===== config.mk =====
export PLATFORM = sky130hd
export DESIGN_NAME = core_run_ctrl
export DESIGN_NICKNAME = d
export VERILOG_FILES = /design/src/rtl/core_ctrl_pkg.sv /design/src/rtl/run_counter.sv /design/src/rtl/core_run_ctrl.sv
export SDC_FILE = /design/constraint.sdc
export NUM_CORES = 1
export LEC_CHECK = 0
export BUFFER_PORTS_ARGS = -buffer_cell sky130_fd_sc_hd__clkbuf_2
export CAP_MARGIN = 5
export CORE_ASPECT_RATIO = 0.5
export CORE_MARGIN = 3
export CORE_UTILIZATION = 49
export DETAILED_ROUTE_END_ITERATION = 10
export PLACE_DENSITY = 0.81
export SYNTH_ARGS = -nofsm -noshare
export SYNTH_HDL_FRONTEND = slang
export SYNTH_SLANG_ARGS = --single-unit

===== constraint.sdc =====
create_clock -name Clk -period 1.72 [get_ports Clk]
set_input_delay 0.258 -clock Clk [delete_from_list [all_inputs] [get_ports Clk]]
set_output_delay 0.258 -clock Clk [all_outputs]
set_load 0.05 [all_outputs]

===== src/rtl/core_ctrl_pkg.sv =====
`default_nettype none
// +--------------------------------------------------------------------------+
// | Package     : core_ctrl_pkg                                              |
// | Description : Shared types and defaults for the core run controller.     |
// |               run_state_t is the host run handshake state.               |
// |               cnt_width() sizes a counter that must reach a given value. |
// | Revision    : 1.0 - initial release                                      |
// +--------------------------------------------------------------------------+
package core_ctrl_pkg;

  typedef enum logic [1:0] {
    IDLE   = 2'd0,
    HOLD   = 2'd1,
    RUN    = 2'd2,
    REPORT = 2'd3
  } run_state_t;

  localparam int unsigned DEF_RESET_CYCLES = 2;
  localparam int unsigned DEF_TIMEOUT      = 1024;
  localparam int unsigned DEF_CNT_W        = 16;

  // Bits needed to hold every value 0..max_val (never less than one bit).
  function automatic int unsigned cnt_width(input int unsigned max_val);
    return (max_val < 1) ? 1 : $clog2(max_val + 1);
  endfunction

endpackage : core_ctrl_pkg
`default_nettype wire


===== src/rtl/run_counter.sv =====
`default_nettype none
// +--------------------------------------------------------------------------+
// | Module      : run_counter                                                |
// | Description : Clear/enable up-counter that saturates at TERMINAL.        |
// |               o_tc flags that the count sits one below TERMINAL, so the  |
// |               enabled cycle in progress is the one that reaches it.      |
// | Ports       : clk      in  clock, rising edge                            |
// |               rst_n    in  asynchronous active-low reset                 |
// |               i_clr    in  synchronous clear to zero (beats i_en)        |
// |               i_en     in  count up by one                               |
// |               o_count  out current count                                 |
// |               o_tc     out count == TERMINAL-1                           |
// | Revision    : 1.0 - initial release                                      |
// +--------------------------------------------------------------------------+
module run_counter #(
  parameter int unsigned WIDTH    = 4,
  parameter int unsigned TERMINAL = 8
) (
  input  logic             clk,
  input  logic             rst_n,
  input  logic             i_clr,
  input  logic             i_en,
  output logic [WIDTH-1:0] o_count,
  output logic             o_tc
);

  localparam logic [WIDTH-1:0] LAST  = WIDTH'(TERMINAL);
  localparam logic [WIDTH-1:0] TC_AT = WIDTH'(TERMINAL - 1);

  logic [WIDTH-1:0] count_d;
  logic [WIDTH-1:0] count_q;

  // Saturating at TERMINAL keeps the count from ever wrapping, even if the
  // enable is left on after the terminal value was reached.
  always_comb begin
    count_d = count_q;
    if (i_clr) begin
      count_d = '0;
    end else if (i_en && (count_q != LAST)) begin
      count_d = count_q + WIDTH'(1);
    end
  end

  always_ff @(posedge clk or negedge rst_n) begin
    if (!rst_n) begin
      count_q <= '0;
    end else begin
      count_q <= count_d;
    end
  end

  assign o_count = count_q;
  assign o_tc    = (count_q == TC_AT);

endmodule : run_counter
`default_nettype wire


===== src/rtl/core_run_ctrl.sv =====
`default_nettype none
// +--------------------------------------------------------------------------+
// | Module      : core_run_ctrl                                              |
// | Description : Responder for the host Req/Ack run handshake. Holds the    |
// |               core in reset for RESET_CYCLES, releases it, counts run    |
// |               cycles until CoreDone or TIMEOUT, then raises Ack with the |
// |               cycle count and a timeout flag until Req is dropped.       |
// | Ports       : Clk        in  clock, rising edge                          |
// |               Reset      in  asynchronous active-low reset               |
// |               Req        in  host run request (4-phase level)            |
// |               Ack        out run complete, results valid                 |
// |               CoreReset  out active-high reset to the core               |
// |               CoreDone   in  core completion flag                        |
// |               Busy       out high while holding or running the core      |
// |               CycleCount out run cycles up to and including Done cycle   |
// |               TimedOut   out run ended by timeout rather than Done       |
// | Revision    : 1.0 - initial release                                      |
// +--------------------------------------------------------------------------+
module core_run_ctrl
  import core_ctrl_pkg::*;
#(
  parameter int unsigned RESET_CYCLES = DEF_RESET_CYCLES,
  parameter int unsigned TIMEOUT      = DEF_TIMEOUT,
  parameter int unsigned CNT_W        = DEF_CNT_W
) (
  input  logic             Clk,
  input  logic             Reset,
  input  logic             Req,
  output logic             Ack,
  output logic             CoreReset,
  input  logic             CoreDone,
  output logic             Busy,
  output logic [CNT_W-1:0] CycleCount,
  output logic             TimedOut
);

  localparam int unsigned HOLD_W = cnt_width(RESET_CYCLES);

  run_state_t state_d;
  run_state_t state_q;

  logic core_reset_d;
  logic core_reset_q;
  logic ack_d;
  logic ack_q;
  logic busy_d;
  logic busy_q;
  logic timed_out_d;
  logic timed_out_q;

  logic              hold_clr;
  logic              hold_en;
  logic              hold_tc;
  logic [HOLD_W-1:0] hold_cnt;

  logic              cyc_clr;
  logic              cyc_en;
  logic              cyc_tc;
  logic [CNT_W-1:0]  cyc_cnt;

  // Only the terminal flag of the hold counter steers the FSM.
  logic unused_hold_cnt;
  assign unused_hold_cnt = ^hold_cnt;

  run_counter #(
    .WIDTH    (HOLD_W),
    .TERMINAL (RESET_CYCLES)
  ) u_hold_cnt (
    .clk     (Clk),
    .rst_n   (Reset),
    .i_clr   (hold_clr),
    .i_en    (hold_en),
    .o_count (hold_cnt),
    .o_tc    (hold_tc)
  );

  run_counter #(
    .WIDTH    (CNT_W),
    .TERMINAL (TIMEOUT)
  ) u_cyc_cnt (
    .clk     (Clk),
    .rst_n   (Reset),
    .i_clr   (cyc_clr),
    .i_en    (cyc_en),
    .o_count (cyc_cnt),
    .o_tc    (cyc_tc)
  );

  // Next-state and counter control. Dropping Req is checked first in HOLD
  // and RUN so that an abort outranks both the hold expiry and CoreDone.
  // CoreDone is only looked at in RUN; anything it does elsewhere is ignored.
  always_comb begin
    state_d     = state_q;
    timed_out_d = timed_out_q;
    hold_clr    = 1'b0;
    hold_en     = 1'b0;
    cyc_clr     = 1'b0;
    cyc_en      = 1'b0;

    case (state_q)
      IDLE: begin
        if (Req) begin
          state_d     = HOLD;
          hold_clr    = 1'b1;
          cyc_clr     = 1'b1;
          timed_out_d = 1'b0;
        end
      end

      HOLD: begin
        if (!Req) begin
          state_d = IDLE;
        end else begin
          hold_en = 1'b1;
          if (hold_tc) begin
            state_d = RUN;
          end
        end
      end

      RUN: begin
        if (!Req) begin
          state_d = IDLE;
        end else begin
          // The cycle that samples Done (or hits the limit) is counted too.
          cyc_en = 1'b1;
          if (CoreDone) begin
            state_d     = REPORT;
            timed_out_d = 1'b0;
          end else if (cyc_tc) begin
            state_d     = REPORT;
            timed_out_d = 1'b1;
          end
        end
      end

      REPORT: begin
        // Req held high here must not start another run; only a drop exits.
        if (!Req) begin
          state_d = IDLE;
        end
      end

      default: begin
        state_d = IDLE;
      end
    endcase

    // Outputs are decoded from the next state and registered alongside it,
    // so they change on the same edge as the state and never follow inputs
    // combinationally.
    core_reset_d = (state_d == IDLE) || (state_d == HOLD);
    busy_d       = (state_d == HOLD) || (state_d == RUN);
    ack_d        = (state_d == REPORT);
  end

  always_ff @(posedge Clk or negedge Reset) begin
    if (!Reset) begin
      state_q      <= IDLE;
      core_reset_q <= 1'b1;
      ack_q        <= 1'b0;
      busy_q       <= 1'b0;
      timed_out_q  <= 1'b0;
    end else begin
      state_q      <= state_d;
      core_reset_q <= core_reset_d;
      ack_q        <= ack_d;
      busy_q       <= busy_d;
      timed_out_q  <= timed_out_d;
    end
  end

  assign Ack        = ack_q;
  assign CoreReset  = core_reset_q;
  assign Busy       = busy_q;
  assign CycleCount = cyc_cnt;
  assign TimedOut   = timed_out_q;

endmodule : core_run_ctrl
`default_nettype wire


==> results.cfg, run 1 <==
[job]
cap_violations = 0

[die]
initial_core_util_pct = 55.7
core-area_um2 = 2390
pin_count = 24
fp.dieW_um = 79.7
die-area_um2 = 3410
fp.dieH_um = 42.8
num_rows = 12

[grt]
grt_start_max_net_pins = 25
first_global_vias = 1007
overflow = 0
antenna_found_initial = 0
grtUsageMet2_pct = 28.0
busiest_layer = met2
grt_util_met3_pct = 4.87
grt_use_total_pct = 17.2
grt_pass1_wl_mm = 4.56
met1_usage_pct = 22.8

[power_and_ir_drop]
internal_power_uw = 1000
combPwrFrac_pct = 28.8
swShare_pct = 33.4
power_per_cell_area_nw_per_um2 = 890
switchingPower_uw = 504
power.leakage_uw = 0.000785
power_frac_seq_pct = 46.1
power_frac_clock_pct = 25.1
vdd_drop_max_mv = 0.476

[routing]
first_iter_violations = 77
avgRoutedWirePerCell_um = 13.4
viasPerCell = 5.48
post-route-drc-count = 0
drtAntennaViolNets = 0
num_vias = 1106
totalWireLength_mm = 2.71
firstDrtPassIters = 4

[setup_path]
cp-start-kind = flop
crit_path_end_kind = flop
cp.required_ns = 1.92
critPathKind = reg -> reg
worst-path-max-fanout = 7
cp.arrival_ns = 1.85

[timing]
tns_ns = 0
slew_headroom_pct = 61.4
worst_clock_skew_ns = 0.00180
finalWorstSetupSlack_ns = 0.0664
worst_pin_slew_ns = 0.579
hold_viol_final = 0
fmaxAchievable_mhz = 605
drv_slew = 0
final-setup-viol-count = 0
fin_crit_ns = 1.65
period_share_pct = 96.1

[place]
post-place-ws_ns = 0.0452
routabilityCongestion = 0.773
numPortBuffers = 23
dpl.hpwl_mm = 2.02

[clocking]
clock_sink_count = 24
h-tree-depth = 1
cts_root_buf = clkbuf_8
numCtsBuffers = 3
clkTransAtPathRegs_ns = 0.08
clock_path_buffers = 2
clk_latency_ns = 0.26
cts_tree = done

[synthesis]
synth.top_cells.by_area = dfrtp_1 43%, ha_1 6.6%, xnor2_1 3.3%
ys_ff_latch = 24
yosys.area.top_type_share_pct = 43.3
seq_area_frac_synth_pct = 45.2
synth_flop_cell = dfrtp_1
synth_nets = 143
synth_largest_area_cell = dfrtp_1
synth_area_um2 = 1330
synthArstFlopShare_pct = 100
syn_area_per_cell_um2 = 10.1
synth.distinct_cells = 45
yosysWarningCount = 0
synth-edff-count = 0
synth_cells = 132

[cells_and_area]
area_growth_pct = 27.2
layout_commonest_cell = clkbuf_2
finalNetCount = 179
ff_latch_area_um2 = 616
multi_input_area_um2 = 762
diodes = 0
mostFrequentLayoutCells = 23 x clkbuf_2, 12 x dfrtp_1, 11 x nand2_1, 11 x dfrtp_2, 10 x nor2_1
fin_util_pct = 70.9
drive_above_1_share_pct = 37.7
fill_cells = 178

[worst_hold_path]
min_path_type = in -> reg

[outcome]
status = finished, final reports clean
-- cells in the mapped netlist (2+ instances only) --
| cell | instances |
|---|---|
| nand3_1 | 5 |
| nor2_1 | 11 |
| or3_1 | 4 |
| a22o_1 | 2 |
| a21oi_1 | 6 |
| nand2_1 | 11 |
| o21ai_0 | 5 |
| nand4_1 | 4 |
| and4_2 | 2 |
| nor3b_1 | 2 |
| nor3_1 | 4 |
| nor4_1 | 2 |
| ha_1 | 7 |
| inv_1 | 6 |
| xnor2_1 | 5 |
| and3_1 | 2 |
| nor4b_1 | 2 |
| dfrtp_1 | 23 |
| mux2i_1 | 3 |
-- power by group through the flow --
stage	combinational, µW	clock [µW]	sequential [µW]
after floorplan	208	0	802
after global placement	404	0	704
after detailed placement	415	0	709
after CTS	424	390	700
after global routing	483	422	705
final	435	378	694
-- final timing paths --
| check | startpoint | to | slack (ns) | cells after the start |
|---|---|---|---|---|
| worst min register to register | u_cyc_cnt.o_count[5] | u_cyc_cnt.o_count[5] | 0.55 | 1 |
| worst min-delay path | CoreDone | TimedOut | 0.27 | 3 |
| worst max-delay path | u_cyc_cnt.o_count[1] | CoreReset | 0.07 | 7 |
| worst max register to register | u_cyc_cnt.o_count[1] | CoreReset | 0.07 | 7 |
| min in group asynchronous | Reset | u_hold_cnt.o_count[0] | 0.52 | 2 |
| max in group asynchronous | Reset | u_cyc_cnt.o_count[2] | 0.79 | 2 |
-- sequential cells by signal (all words and copies together), names as in the netlist --
signal	flops
u_cyc_cnt.o_count	16
state_q	2
u_hold_cnt.o_count	2
Ack	1
Busy	1
CoreReset	1
TimedOut	1
-- critical path: stages, from the launching register on --
cell	delay, ns
dfrtp_2	0.46
ha_4	0.19
nand3_4	0.11
nor2_2	0.06
a31o_2	0.24
and3_4	0.17
ha_4	0.15
or2_4	0.21
-- metal layers --
metal  up-vias  share of wire, %  wire length [µm]
met1       534                50              1340
met2        29                45              1210
met3         0               5.8               158
li1        543                 -                 -
met4         0                 0                 0
met5         -                 0                 0
-- cell type report --
class | instances | share of cell area [%]
sequential | 24 | 36.4
inverter | 6 | 1.33
multi-input combinational | 100 | 45.0
tap | 35 | 2.59
clock buffer | 4 | 3.25
timing repair buffer | 33 | 11.4
-- through the flow --
stage | cell area [µm²] | hold slack (ns) | total power [µW] | cells
after floorplan | 1390 | -0.0376 | 1010 | 132
after global placement | 1590 | 0.277 | 1110 | 195
after detailed placement | 1590 | 0.286 | 1120 | 195
after CTS | 1660 | 0.260 | 1510 | 200
after global routing | 1690 | 0.279 | 1610 | 202
final | 1690 | 0.269 | 1510 | 202
-- timing repair --
item / 4_1_cts / 5_1_grt
endpoints found under the setup margin: 1 / 3
hold buffers: 1 / 0
gates resized for setup: 1 / 3
endpoints found under the hold margin: 23 / 0
pin swaps: 0 / 0
buffers inserted: 0 / 2
-- kinds of logic after synthesis --
logic type,synth area share (%)
adders and majority gates,6.58
AOI/OAI and AO/OA,9.13
xor gates and xnor gates,3.95
DFF,45.2
buffers and inverters,2.82
and+or+nand+nor,29.2
muxes,3.10
No activity file was read; power rests on OpenSTA's default activity.
==> run 2: changes to the inputs <==
--- a/config.mk
+++ b/config.mk
@@ -5,7 +5,7 @@
 export SDC_FILE = /design/constraint.sdc
 export NUM_CORES = 1
 export LEC_CHECK = 0
-export BUFFER_PORTS_ARGS = -buffer_cell sky130_fd_sc_hd__clkbuf_2
+export BUFFER_PORTS_ARGS = -buffer_cell sky130_fd_sc_hd__buf_2
 export CAP_MARGIN = 5
 export CORE_ASPECT_RATIO = 0.5
 export CORE_MARGIN = 3
==> results.cfg, run 2 (synthesized netlist as in run 1, its figures left out) <==
[outcome]
status = finished, violations left
violations = negative setup slack

[timing]
drv_slew = 0
worst_clock_skew_ns = 0.00603
hold_viol_final = 0
finalWorstSetupSlack_ns = -0.00935
fin_crit_ns = 1.73
final-setup-viol-count = 1
fmaxAchievable_mhz = 578
rsz0062_at_grt = yes
slew_headroom_pct = 64.0
worst_pin_slew_ns = 0.541
period_share_pct = 101

[clocking]
clkTransAtPathRegs_ns = 0.09
numCtsBuffers = 3
clk_latency_ns = 0.27
cts_root_buf = clkbuf_8
cts_tree = done
clock_path_buffers = 2
clock_sink_count = 24
h-tree-depth = 1

[cells_and_area]
largest_register_ffs = 16
fill_cells = 170
multi_input_area_um2 = 774
mostFrequentLayoutCells = 23 x buf_2, 12 x dfrtp_1, 11 x dfrtp_2
area_growth_pct = 29.4
finalNetCount = 179
ff_latch_area_um2 = 616
drive_above_1_share_pct = 39.5
layout_commonest_cell = buf_2
diodes = 0

[power_and_ir_drop]
power.leakage_uw = 0.000821
internal_power_uw = 1120
combPwrFrac_pct = 27.4
swShare_pct = 31.8
p_total_uw = 1640
power_frac_seq_pct = 42.6
power_frac_clock_pct = 29.9
power_per_cell_area_nw_per_um2 = 953
switchingPower_uw = 522
vdd_drop_max_mv = 0.427

[routing]
num_vias = 1165
post-route-drc-count = 0
first_iter_violations = 95
totalWireLength_mm = 3.28
viasPerCell = 5.77
avgRoutedWirePerCell_um = 16.2
firstDrtPassIters = 4
drtAntennaViolNets = 0

[setup_path]
critPathSlowestCell = dfrtp_2
cp_slowest_stage_delay_ns = 0.44
crit_path_end_kind = flop
cp-start-kind = flop
cp.arrival_ns = 1.88
worst-path-max-fanout = 5
path_cells = nor4b_1, nand4_1, nand2_2, mux2_1
r2r_setup_slack_ns = -0.009
critPathKind = reg -> reg
cp.required_ns = 1.87

[grt]
first_global_vias = 1089
overflow = 0
antenna_found_initial = 0
grt_pass1_wl_mm = 5.20
grt_start_max_net_pins = 25
grt_use_total_pct = 19.6

[die]
fp.dieW_um = 79.7
pin_count = 24
die-area_um2 = 3410
core-area_um2 = 2390
num_rows = 12
initial_core_util_pct = 55.7
fp.dieH_um = 42.8

[place]
post-place-ws_ns = 0.0340
dpl.hpwl_mm = 2.11
numPortBuffers = 23
routabilityCongestion = 0.782

[worst_hold_path]
min_path_type = in -> reg

[job]
cap_violations = 0
run 2: layer usage:
layer | up-vias | share of wire [%] | GRT usage (%) | routed length (µm)
met5 | - | 0 | 0 | 0
met4 | 0 | 1.0 | 5.14 | 34
met3 | 4 | 5.1 | 5.08 | 167
met2 | 36 | 49 | 32.2 | 1610
met1 | 577 | 45 | 25.9 | 1470
li1 | 548 | - | - | -
run 2: timing repair:
item | CTS | global route
pin swaps | 0 | 1
endpoints found under the setup margin | 2 | 7
endpoints found under the hold margin | 23 | 0
buffers inserted | 0 | 1
gates resized for setup | 1 | 7
cloned | 0 | 0
hold buffers | 1 | 0
run 2: power groups by stage:
| stage | clock [µW] | combinational [µW] | sequential, µW |
|---|---|---|---|
| final | 491 | 450 | 699 |
| after global routing | 524 | 494 | 707 |
| after CTS | 495 | 428 | 696 |
| after detailed placement | 0 | 415 | 705 |
| after global placement | 0 | 404 | 701 |
| after floorplan | 0 | 208 | 802 |
run 2: per-stage QoR:
| stage | instance area (µm²) | setup TNS [ns] | util [%] | cells | hold WS, ns |
|---|---|---|---|---|---|
| after floorplan | 1390 | -0.00996 | - | 132 | -0.0376 |
| after global placement | 1600 | 0 | 66.8 | 196 | 0.257 |
| after detailed placement | 1600 | 0 | 66.8 | 196 | 0.268 |
| after CTS | 1680 | 0 | 70.5 | 201 | 0.257 |
| after global routing | 1720 | -0.143 | 72.1 | 202 | 0.265 |
| final | 1720 | -0.00935 | 72.1 | 202 | 0.255 |
run 2: final timing paths:
path                                 startpoint                    to  cells past startpoint
min in group asynchronous                 Reset              TimedOut                      2
min                                    CoreDone              TimedOut                      3
max reg2reg                u_cyc_cnt.o_count[7]  u_cyc_cnt.o_count[1]                      4
min reg2reg                u_cyc_cnt.o_count[5]  u_cyc_cnt.o_count[5]                      1
max                        u_cyc_cnt.o_count[7]  u_cyc_cnt.o_count[1]                      4
max in group asynchronous                 Reset  u_cyc_cnt.o_count[0]                      2
run 2: layout make-up:
class	count	area share [%]
multi-input cells	100	45.0
repair buffers	33	11.2
inverters	6	1.31
flip-flops and latches	24	35.8
clock inverters	1	1.75
well taps	35	2.55
clock buffers	3	2.40
run 2: worst max-delay path, delay by kind of cell (launching register included):
| kind | cells | cell delay [ns] |
|---|---|---|
| AND/OR/NAND/NOR | 3 | 0.84 |
| flip-flops | 1 | 0.44 |
| multiplexers | 1 | 0.32 |
